**src/rtl/mvau_stream_sched_if.sv**
```systemverilog
// Stream and datapath-control bundle for the MVAU issue scheduler.
// master = scheduler side, slave = activation source / datapath / sink.
interface mvau_stream_sched_if #(
   parameter int SF_T = 3,
   parameter int NF_T = 1
);
   logic                 in_v;
   logic                 in_rdy;
   logic                 out_rdy;
   logic                 out_v;
   logic                 pipe_en;
   logic                 issue;
   logic                 ib_wen;
   logic                 ib_ren;
   logic [SF_T-1:0]      ib_addr;
   logic [SF_T+NF_T:0]   wmem_addr;
   logic                 acc_clr;
   logic                 busy;

   modport master (
      input  in_v, out_rdy,
      output in_rdy, out_v, pipe_en, issue,
      output ib_wen, ib_ren, ib_addr, wmem_addr,
      output acc_clr, busy
   );

   modport slave (
      output in_v, out_rdy,
      input  in_rdy, out_v, pipe_en, issue,
      input  ib_wen, ib_ren, ib_addr, wmem_addr,
      input  acc_clr, busy
   );
endinterface

```
**src/rtl/mvau_stream_sched.sv**
```systemverilog
// MVAU issue scheduler: buffer fill/reuse sequencing, weight addressing,
// result token tracking and output backpressure freeze.
module mvau_stream_sched #(
   parameter int SF       = 8,
   parameter int NF       = 2,
   parameter int SF_T     = 3,
   parameter int NF_T     = 1,
   parameter int PIPE_LAT = 3
) (
   input  logic                clk,
   input  logic                rst_n,
   mvau_stream_sched_if.master bus
);
   localparam int WA = SF_T + NF_T + 1;
   localparam logic [SF_T-1:0] SF_LAST = SF_T'(SF - 1);
   localparam logic [NF_T-1:0] NF_LAST = NF_T'(NF - 1);
   localparam logic [WA-1:0]   W_MAX   = WA'(SF * NF - 1);

   typedef enum logic {
      S_FILL  = 1'b0,
      S_REUSE = 1'b1
   } state_t;

   state_t          r_state;
   logic [SF_T-1:0] r_sf;
   logic [NF_T-1:0] r_nf;
   logic [WA-1:0]   r_wmem;
   logic            r_out_v;

   logic w_pipe_en;
   logic w_issue;
   logic w_sf_last;
   logic w_last_issue;
   logic w_tok_exit;
   logic w_tok_any;

   // Stall when a result is held, and derive this cycle's issue.
   always_comb begin
      w_pipe_en    = ~(r_out_v & ~bus.out_rdy);
      w_issue      = (r_state == S_FILL) ? (bus.in_v & w_pipe_en)
                                         : w_pipe_en;
      w_sf_last    = (r_sf == SF_LAST);
      w_last_issue = w_issue & w_sf_last;
   end

   // Beat sequencer: sf/nf counters, weight address and fill/reuse state.
   always_ff @(posedge clk) begin
      if (!rst_n) begin
         r_state <= S_FILL;
         r_sf    <= '0;
         r_nf    <= '0;
         r_wmem  <= '0;
      end else if (w_issue) begin
         r_wmem <= (r_wmem == W_MAX) ? '0 : r_wmem + WA'(1);
         if (w_sf_last) begin
            r_sf <= '0;
            if (r_nf == NF_LAST) begin
               r_nf    <= '0;
               r_state <= S_FILL;
            end else begin
               r_nf    <= r_nf + NF_T'(1);
               r_state <= S_REUSE;
            end
         end else begin
            r_sf <= r_sf + SF_T'(1);
         end
      end
   end

   // Last-beat tokens; out_v is the final stage of the latency chain.
   if (PIPE_LAT == 1) begin : g_nopipe
      assign w_tok_exit = w_last_issue;
      assign w_tok_any  = 1'b0;
   end else begin : g_pipe
      logic [PIPE_LAT-2:0] r_tok;

      // Shift tokens forward on every enabled cycle.
      always_ff @(posedge clk) begin
         if (!rst_n) begin
            r_tok <= '0;
         end else if (w_pipe_en) begin
            r_tok[0] <= w_last_issue;
            for (int i = 1; i < PIPE_LAT - 1; i++) begin
               r_tok[i] <= r_tok[i-1];
            end
         end
      end

      assign w_tok_exit = r_tok[PIPE_LAT-2];
      assign w_tok_any  = |r_tok;
   end

   // Result valid: set by an exiting token, cleared by a handshake.
   always_ff @(posedge clk) begin
      if (!rst_n) begin
         r_out_v <= 1'b0;
      end else if (w_pipe_en) begin
         if (w_tok_exit) begin
            r_out_v <= 1'b1;
         end else if (bus.out_rdy) begin
            r_out_v <= 1'b0;
         end
      end
   end

   assign bus.pipe_en   = w_pipe_en;
   assign bus.issue     = w_issue;
   assign bus.in_rdy    = (r_state == S_FILL) & w_pipe_en;
   assign bus.ib_wen    = (r_state == S_FILL) & w_issue;
   assign bus.ib_ren    = (r_state == S_REUSE) & w_issue;
   assign bus.ib_addr   = r_sf;
   assign bus.wmem_addr = r_wmem;
   assign bus.acc_clr   = w_issue & (r_sf == '0);
   assign bus.out_v     = r_out_v;
   assign bus.busy      = (r_state == S_REUSE) | (r_sf != '0)
                        | w_tok_any | r_out_v;
endmodule
```
**src/flat_wrapper.sv**
```systemverilog
// flat-port wrapper written by rule: the top's interface ports become plain ports
module mvau_stream_sched_flat 
#(
   parameter int SF       = 8,
   parameter int NF       = 2,
   parameter int SF_T     = 3,
   parameter int NF_T     = 1,
   parameter int PIPE_LAT = 3
)
  (clk, rst_n, bus_in_v, bus_out_rdy, bus_in_rdy, bus_out_v, bus_pipe_en, bus_issue, bus_ib_wen, bus_ib_ren, bus_ib_addr, bus_wmem_addr, bus_acc_clr, bus_busy);
  mvau_stream_sched_if #(.SF_T(SF_T), .NF_T(NF_T)) bus_i ();
  input  logic clk;
  input  logic rst_n;
  input wire logic [$bits(bus_i.in_v)-1:0] bus_in_v;
  input wire logic [$bits(bus_i.out_rdy)-1:0] bus_out_rdy;
  output wire logic [$bits(bus_i.in_rdy)-1:0] bus_in_rdy;
  output wire logic [$bits(bus_i.out_v)-1:0] bus_out_v;
  output wire logic [$bits(bus_i.pipe_en)-1:0] bus_pipe_en;
  output wire logic [$bits(bus_i.issue)-1:0] bus_issue;
  output wire logic [$bits(bus_i.ib_wen)-1:0] bus_ib_wen;
  output wire logic [$bits(bus_i.ib_ren)-1:0] bus_ib_ren;
  output wire logic [$bits(bus_i.ib_addr)-1:0] bus_ib_addr;
  output wire logic [$bits(bus_i.wmem_addr)-1:0] bus_wmem_addr;
  output wire logic [$bits(bus_i.acc_clr)-1:0] bus_acc_clr;
  output wire logic [$bits(bus_i.busy)-1:0] bus_busy;
  assign bus_i.in_v = bus_in_v;
  assign bus_i.out_rdy = bus_out_rdy;
  assign bus_in_rdy = bus_i.in_rdy;
  assign bus_out_v = bus_i.out_v;
  assign bus_pipe_en = bus_i.pipe_en;
  assign bus_issue = bus_i.issue;
  assign bus_ib_wen = bus_i.ib_wen;
  assign bus_ib_ren = bus_i.ib_ren;
  assign bus_ib_addr = bus_i.ib_addr;
  assign bus_wmem_addr = bus_i.wmem_addr;
  assign bus_acc_clr = bus_i.acc_clr;
  assign bus_busy = bus_i.busy;
  mvau_stream_sched #(.SF(SF), .NF(NF), .SF_T(SF_T), .NF_T(NF_T), .PIPE_LAT(PIPE_LAT)) u_core (.clk(clk), .rst_n(rst_n), .bus(bus_i));
endmodule
```
**config.mk**
```make
export PLATFORM = sky130hd
export DESIGN_NAME = mvau_stream_sched_flat
export DESIGN_NICKNAME = d
export VERILOG_FILES = /design/src/rtl/mvau_stream_sched_if.sv /design/src/rtl/mvau_stream_sched.sv /design/src/flat_wrapper.sv
export SDC_FILE = /design/constraint.sdc
export NUM_CORES = 1
export LEC_CHECK = 0
export BUFFER_PORTS_ARGS = -buffer_cell sky130_fd_sc_hd__clkbuf_2
export CAP_MARGIN = 20
export CORE_MARGIN = 3
export CORE_UTILIZATION = 37
export CTS_CLUSTER_DIAMETER = 30
export DETAILED_ROUTE_END_ITERATION = 10
export HOLD_SLACK_MARGIN = 0.06
export SYNTH_ARGS = -nofsm -noshare
export SYNTH_HDL_FRONTEND = slang
export SYNTH_SLANG_ARGS = --single-unit
```
**constraint.sdc**
```tcl
create_clock -name clk -period 1.9 [get_ports clk]
set_input_delay 0.095 -clock clk [delete_from_list [all_inputs] [get_ports clk]]
set_output_delay 0.095 -clock clk [all_outputs]
set_load 0.05 [all_outputs]
```
### Word-level counts from Yosys, hierarchy flattened

Index checks and enable logic that the tools add are counted.

* $add $sub $neg: 3
* eq/ne operators: 2
* muxes and demuxes: 7
* bitwise logic cells: 13
* reduce and logical (&&, ||, !) cells: 6

Operators with widths (number)
* bitwise AND 1 bit: 7
* adder 5 x 1 -> 5 bit (second input constant): 1
* equality test 5 x 4 -> 1 bit (second input constant): 1
* 2-to-1 mux 1 bit: 5
* 2-to-1 mux 5 bit: 1
* AND reduction 2 bit: 2
* adder 3 x 1 -> 3 bit (second input constant): 1
* equality test 3 bit (second input constant): 1
* logical NOT 3 bit: 1
* 2-to-1 mux 3 bit: 1
* inverter 1 bit: 3
* bitwise OR 1 bit: 3
* nonzero test 3 bit: 1
* nonzero test 2 bit: 1
* OR reduction 2 bit: 1
* adder 1 bit (second input constant): 1

* register bits: 13
* input bits: 4
* output and inout port bits: 16
* word-level logic and storage cells: 37

### Longest topological paths before layout

* word-level depth: 6
* gate-level depth with buffers: 5
* mapped depth without buffers: 5

### Worst setup path before layout

Ideal clock, no wire load.

* kind: register to output
* start: reg u_core.r_out_v (netlist: u_core.bus.out_v)
* end: out bus_acc_clr
* arrival time: 2.501 ns
* required time: 1.805 ns
* path slack: -0.696 ns
* cell stages (with the launch flop): 4
* path buffers: 1
* cell sequence: dfxtp_1 -> nor2b_4 -> buf_2 -> nor4b_1

* word-level cells in the longest chain between the ends: 5

RTL lines
* start: declaration: RTL line mvau_stream_sched.sv:28 `logic r_out_v;`
* start signal: assignment: RTL line mvau_stream_sched.sv:96 `r_out_v <= 1'b0;`
* start signal: assignment: RTL line mvau_stream_sched.sv:99 `r_out_v <= 1'b1;`
* start signal: assignment: RTL line mvau_stream_sched.sv:101 `r_out_v <= 1'b0;`
* bitwise AND 1 bit (*): RTL line mvau_stream_sched.sv:39 `w_pipe_en = ~(r_out_v & ~bus.out_rdy);`
* inverter 1 bit (no line) (*)
* bitwise AND 1 bit: RTL line mvau_stream_sched.sv:40 `w_issue = (r_state == S_FILL) ? (bus.in_v & w_pipe_en)`
* 2-to-1 mux 1 bit (*): RTL line mvau_stream_sched.sv:40
* bitwise AND 1 bit (*): RTL line mvau_stream_sched.sv:113 `assign bus.acc_clr = w_issue & (r_sf == '0);`
* end: declaration: RTL line flat_wrapper.sv:24 `output wire logic [$bits(bus_i.acc_clr)-1:0] bus_acc_clr;`

Every way passes the cells marked *; elsewhere a longest branch is shown, timed or not.

### Worst setup path in the final report

* start: reg u_core.r_out_v (netlist: u_core.bus.out_v)
* end: out bus_ib_ren

* word-level cells in the longest chain between the ends: 5

RTL lines
* bitwise AND 1 bit (*): RTL line mvau_stream_sched.sv:39
* inverter 1 bit (no line) (*)
* bitwise AND 1 bit: RTL line mvau_stream_sched.sv:40
* 2-to-1 mux 1 bit (*): RTL line mvau_stream_sched.sv:40
* bitwise AND 1 bit (*): RTL line mvau_stream_sched.sv:110 `assign bus.ib_ren = (r_state == S_REUSE) & w_issue;`
* end: declaration: RTL line flat_wrapper.sv:21 `output wire logic [$bits(bus_i.ib_ren)-1:0] bus_ib_ren;`

Marks and branches as above.

==> out/metrics.yaml <==
outcome:
  status: "finished clean"
setup_path:
  critPathCaptureType: "output pin"
  r2r_end: "u_core.bus.wmem_addr[3]"
  crit_path_start: "u_core.bus.out_v"
  reg2reg_slack_ns: 0.49
  path_max_fanout: 15
  r2r_start: "u_core.bus.out_v"
  worstPathArrival_ns: 1.59
  required_ns: 1.80
  start_kind: "register"
  r2r_cells: 4
  path_class: "reg2out"
yosys:
  synthTopCellsByArea: "dfxtp_1 38%, ha_1 7.9%, a21oi_1 7.1%, o21ai_0 4.8%, nand4b_1 4.2%"
  synthesis.nets: 82
  synthCells: 74
  synth_edf_count: 0
  yosys.area.top_type: "dfxtp_1"
  ys.flop_type: "dfxtp_1"
  synthArstFlopShare: 0
  synthDistinctLibCells: 29
  synth_warnings: 0
  synth_top_area_frac: 0.381
  synth.yosys.seq_area_share: 0.381
  netlist_area_um2: 631
  avgSynthCellArea_um2: 8.52
  synth_seq_cells: 12
power:
  combPwrFrac: 0.189
  p_switching_mw: 0.170
  power_mw: 0.527
  p_sw_frac: 0.322
  p_leak_nw: 0.320
  p_per_area_nw_per_um2: 692
  p_int_mw: 0.358
  max-vdd-ir-drop_uv: 346
  clkPwrFrac: 0.310
  seq_power_share: 0.501
cts:
  cts_sinks: 12
  clockBufferDepth: 2
  holdBufCountCts: 1
  cts_tree: "built"
  htreeDepth: 1
  clk_latency_ns: 0.28
  post_cts_resized: 0
  postCtsSetupRepairBufs: 0
  clkTransAtPathRegs_ns: 0.08
  cts_root_buf: "clkbuf_4"
  cts_made_buffers: 3
layout:
  antenna_cells: 0
  areaGrowthSynthToFinish_pct: 20.8
  finish.utilization: 0.489
  layout_common_cells: "19 x clkbuf_2, 12 x dfxtp_1, 9 x a21oi_1"
  layout.nets: 103
  mostFrequentLayoutCell: "clkbuf_2"
  drive_above_1_share: 0.301
  final_cells: 109
  finalInstanceArea_um2: 762
routing:
  wl_mm: 1.41
  firstDrtPassIters: 5
  ant_nets: 0
  vias_per_cell: 5.40
  drc: 0
  num_vias: 589
  drt-initial-drc-count: 20
  wl_per_cell_um: 12.9
hold_path:
  min_path_cells: 3
  hold_path_class: "in2reg"
  min_from: "bus_in_v"
  hold-path-endpoint: "u_core.r_nf"
floorplanning:
  core_area_um2: 1560
  die_h_um: 47.3
  io-pin-count: 20
  die_width_um: 47.3
  fp-row-count: 14
  initial_core_util: 0.404
  fp.dieArea_um2: 2240
global_routing:
  busiest_layer: "met1"
  groute.usage.overall: 0.140
  grt.met2_usage: 0.179
  grt_pass1_wl_mm: 2.10
  grt_max_degree: 16
  first_global_vias: 467
  use_met1: 0.187
  overflow: 0
  antenna_found_initial: 0
  use_met3: 0.0575
job:
  maxCapViolCount: 0
place:
  post-place-cells: 105
  dp_hpwl_um: 981
  place.gp.congestion: 0.797
  port_buffers: 19
  place_area_um2: 729
timing:
  finClkSkew_ns: 0.00533
  rsz0062_at_grt: "no"
  setup_viol: 0
  relSlewSlack: 0.762
  maxSlewViolCount: 0
  min_period_ns: 1.69
  clock.fmax_mhz: 593
  fin_crit_sh: 0.887
  final-hold-violation-count: 0
  worst_pin_slew_ns: 0.357
-- kinds of logic after synthesis --
group,after synthesis,synth area share
compound gates,19,0.171
fa+ha+maj,4,0.0794
flops,12,0.381
buf+inv,10,0.0754
simple gates,29,0.294
-- power by group through the flow --
stage                     Clock [mW]  Sequential [mW]  Combinational [mW]
after detailed placement           0            0.270              0.0992
final                          0.163            0.264              0.0999
after floorplan                    0            0.292              0.0560
after global placement             0            0.270              0.0996
after global routing           0.172            0.265               0.108
after CTS                      0.167            0.264               0.101
-- state kept, by name, summed over array words and instances (netlist names) --
signal and flops:
u_core.bus.ib_addr 3, u_core.g_pipe.r_tok 2, u_core.bus.out_v 1, u_core.r_nf 1, u_core.bus.wmem_addr 5
-- area by class of cell --
type                    count  area [um^2]
fillers                   157          797
well taps                  16         20.0
flip-flops and latches     12          240
clock buffers               3         22.5
multi-input cells          52          352
repair buffers             20          105
inverters                   6         22.5
-- synth_stat cells (2+ instances only) --
cell,count
nand3_1,2
buf_2,2
nand2_1,4
a21oi_1,9
o21ai_0,6
nor2_1,4
inv_1,5
ha_1,4
dfxtp_1,12
and2_1,3
nand4b_1,3
nand4_1,3
-- metal layers --
layer,vias to the layer above,wire [um]
met5,-,0
li1,301,-
met4,0,36
met2,23,577
met3,4,119
met1,261,677
-- per-stage QoR --
stage               hold WS [ns]  worst slack [ns]  setup TNS (ns)
floorplan                  0.220          -0.00588        -0.00588
global placement           0.349             0.460               0
detailed placement         0.337             0.487               0
CTS                        0.108             0.188               0
global route               0.125            0.0962               0
finish                     0.108             0.214               0
-- worst max-delay path, cell delays in order (launching register included) --
cell	delay, ns
dfxtp_1	0.36
nor2b_4	0.35
inv_2	0.18
and2_1	0.19
clkbuf_2	0.23
-- worst max-delay path by stage --
stage | depth (start not counted) | slack, ns | end
finish | 4 | 0.21 | bus_ib_ren
global placement | 4 | 0.46 | u_core.bus.wmem_addr[3]
global route | 4 | 0.1 | bus_ib_ren
CTS | 4 | 0.19 | bus_ib_ren
floorplan | 3 | -0.006 | bus_acc_clr
detailed placement | 4 | 0.49 | u_core.bus.wmem_addr[3]
Note: power is estimated with default switching activity, not from simulation.
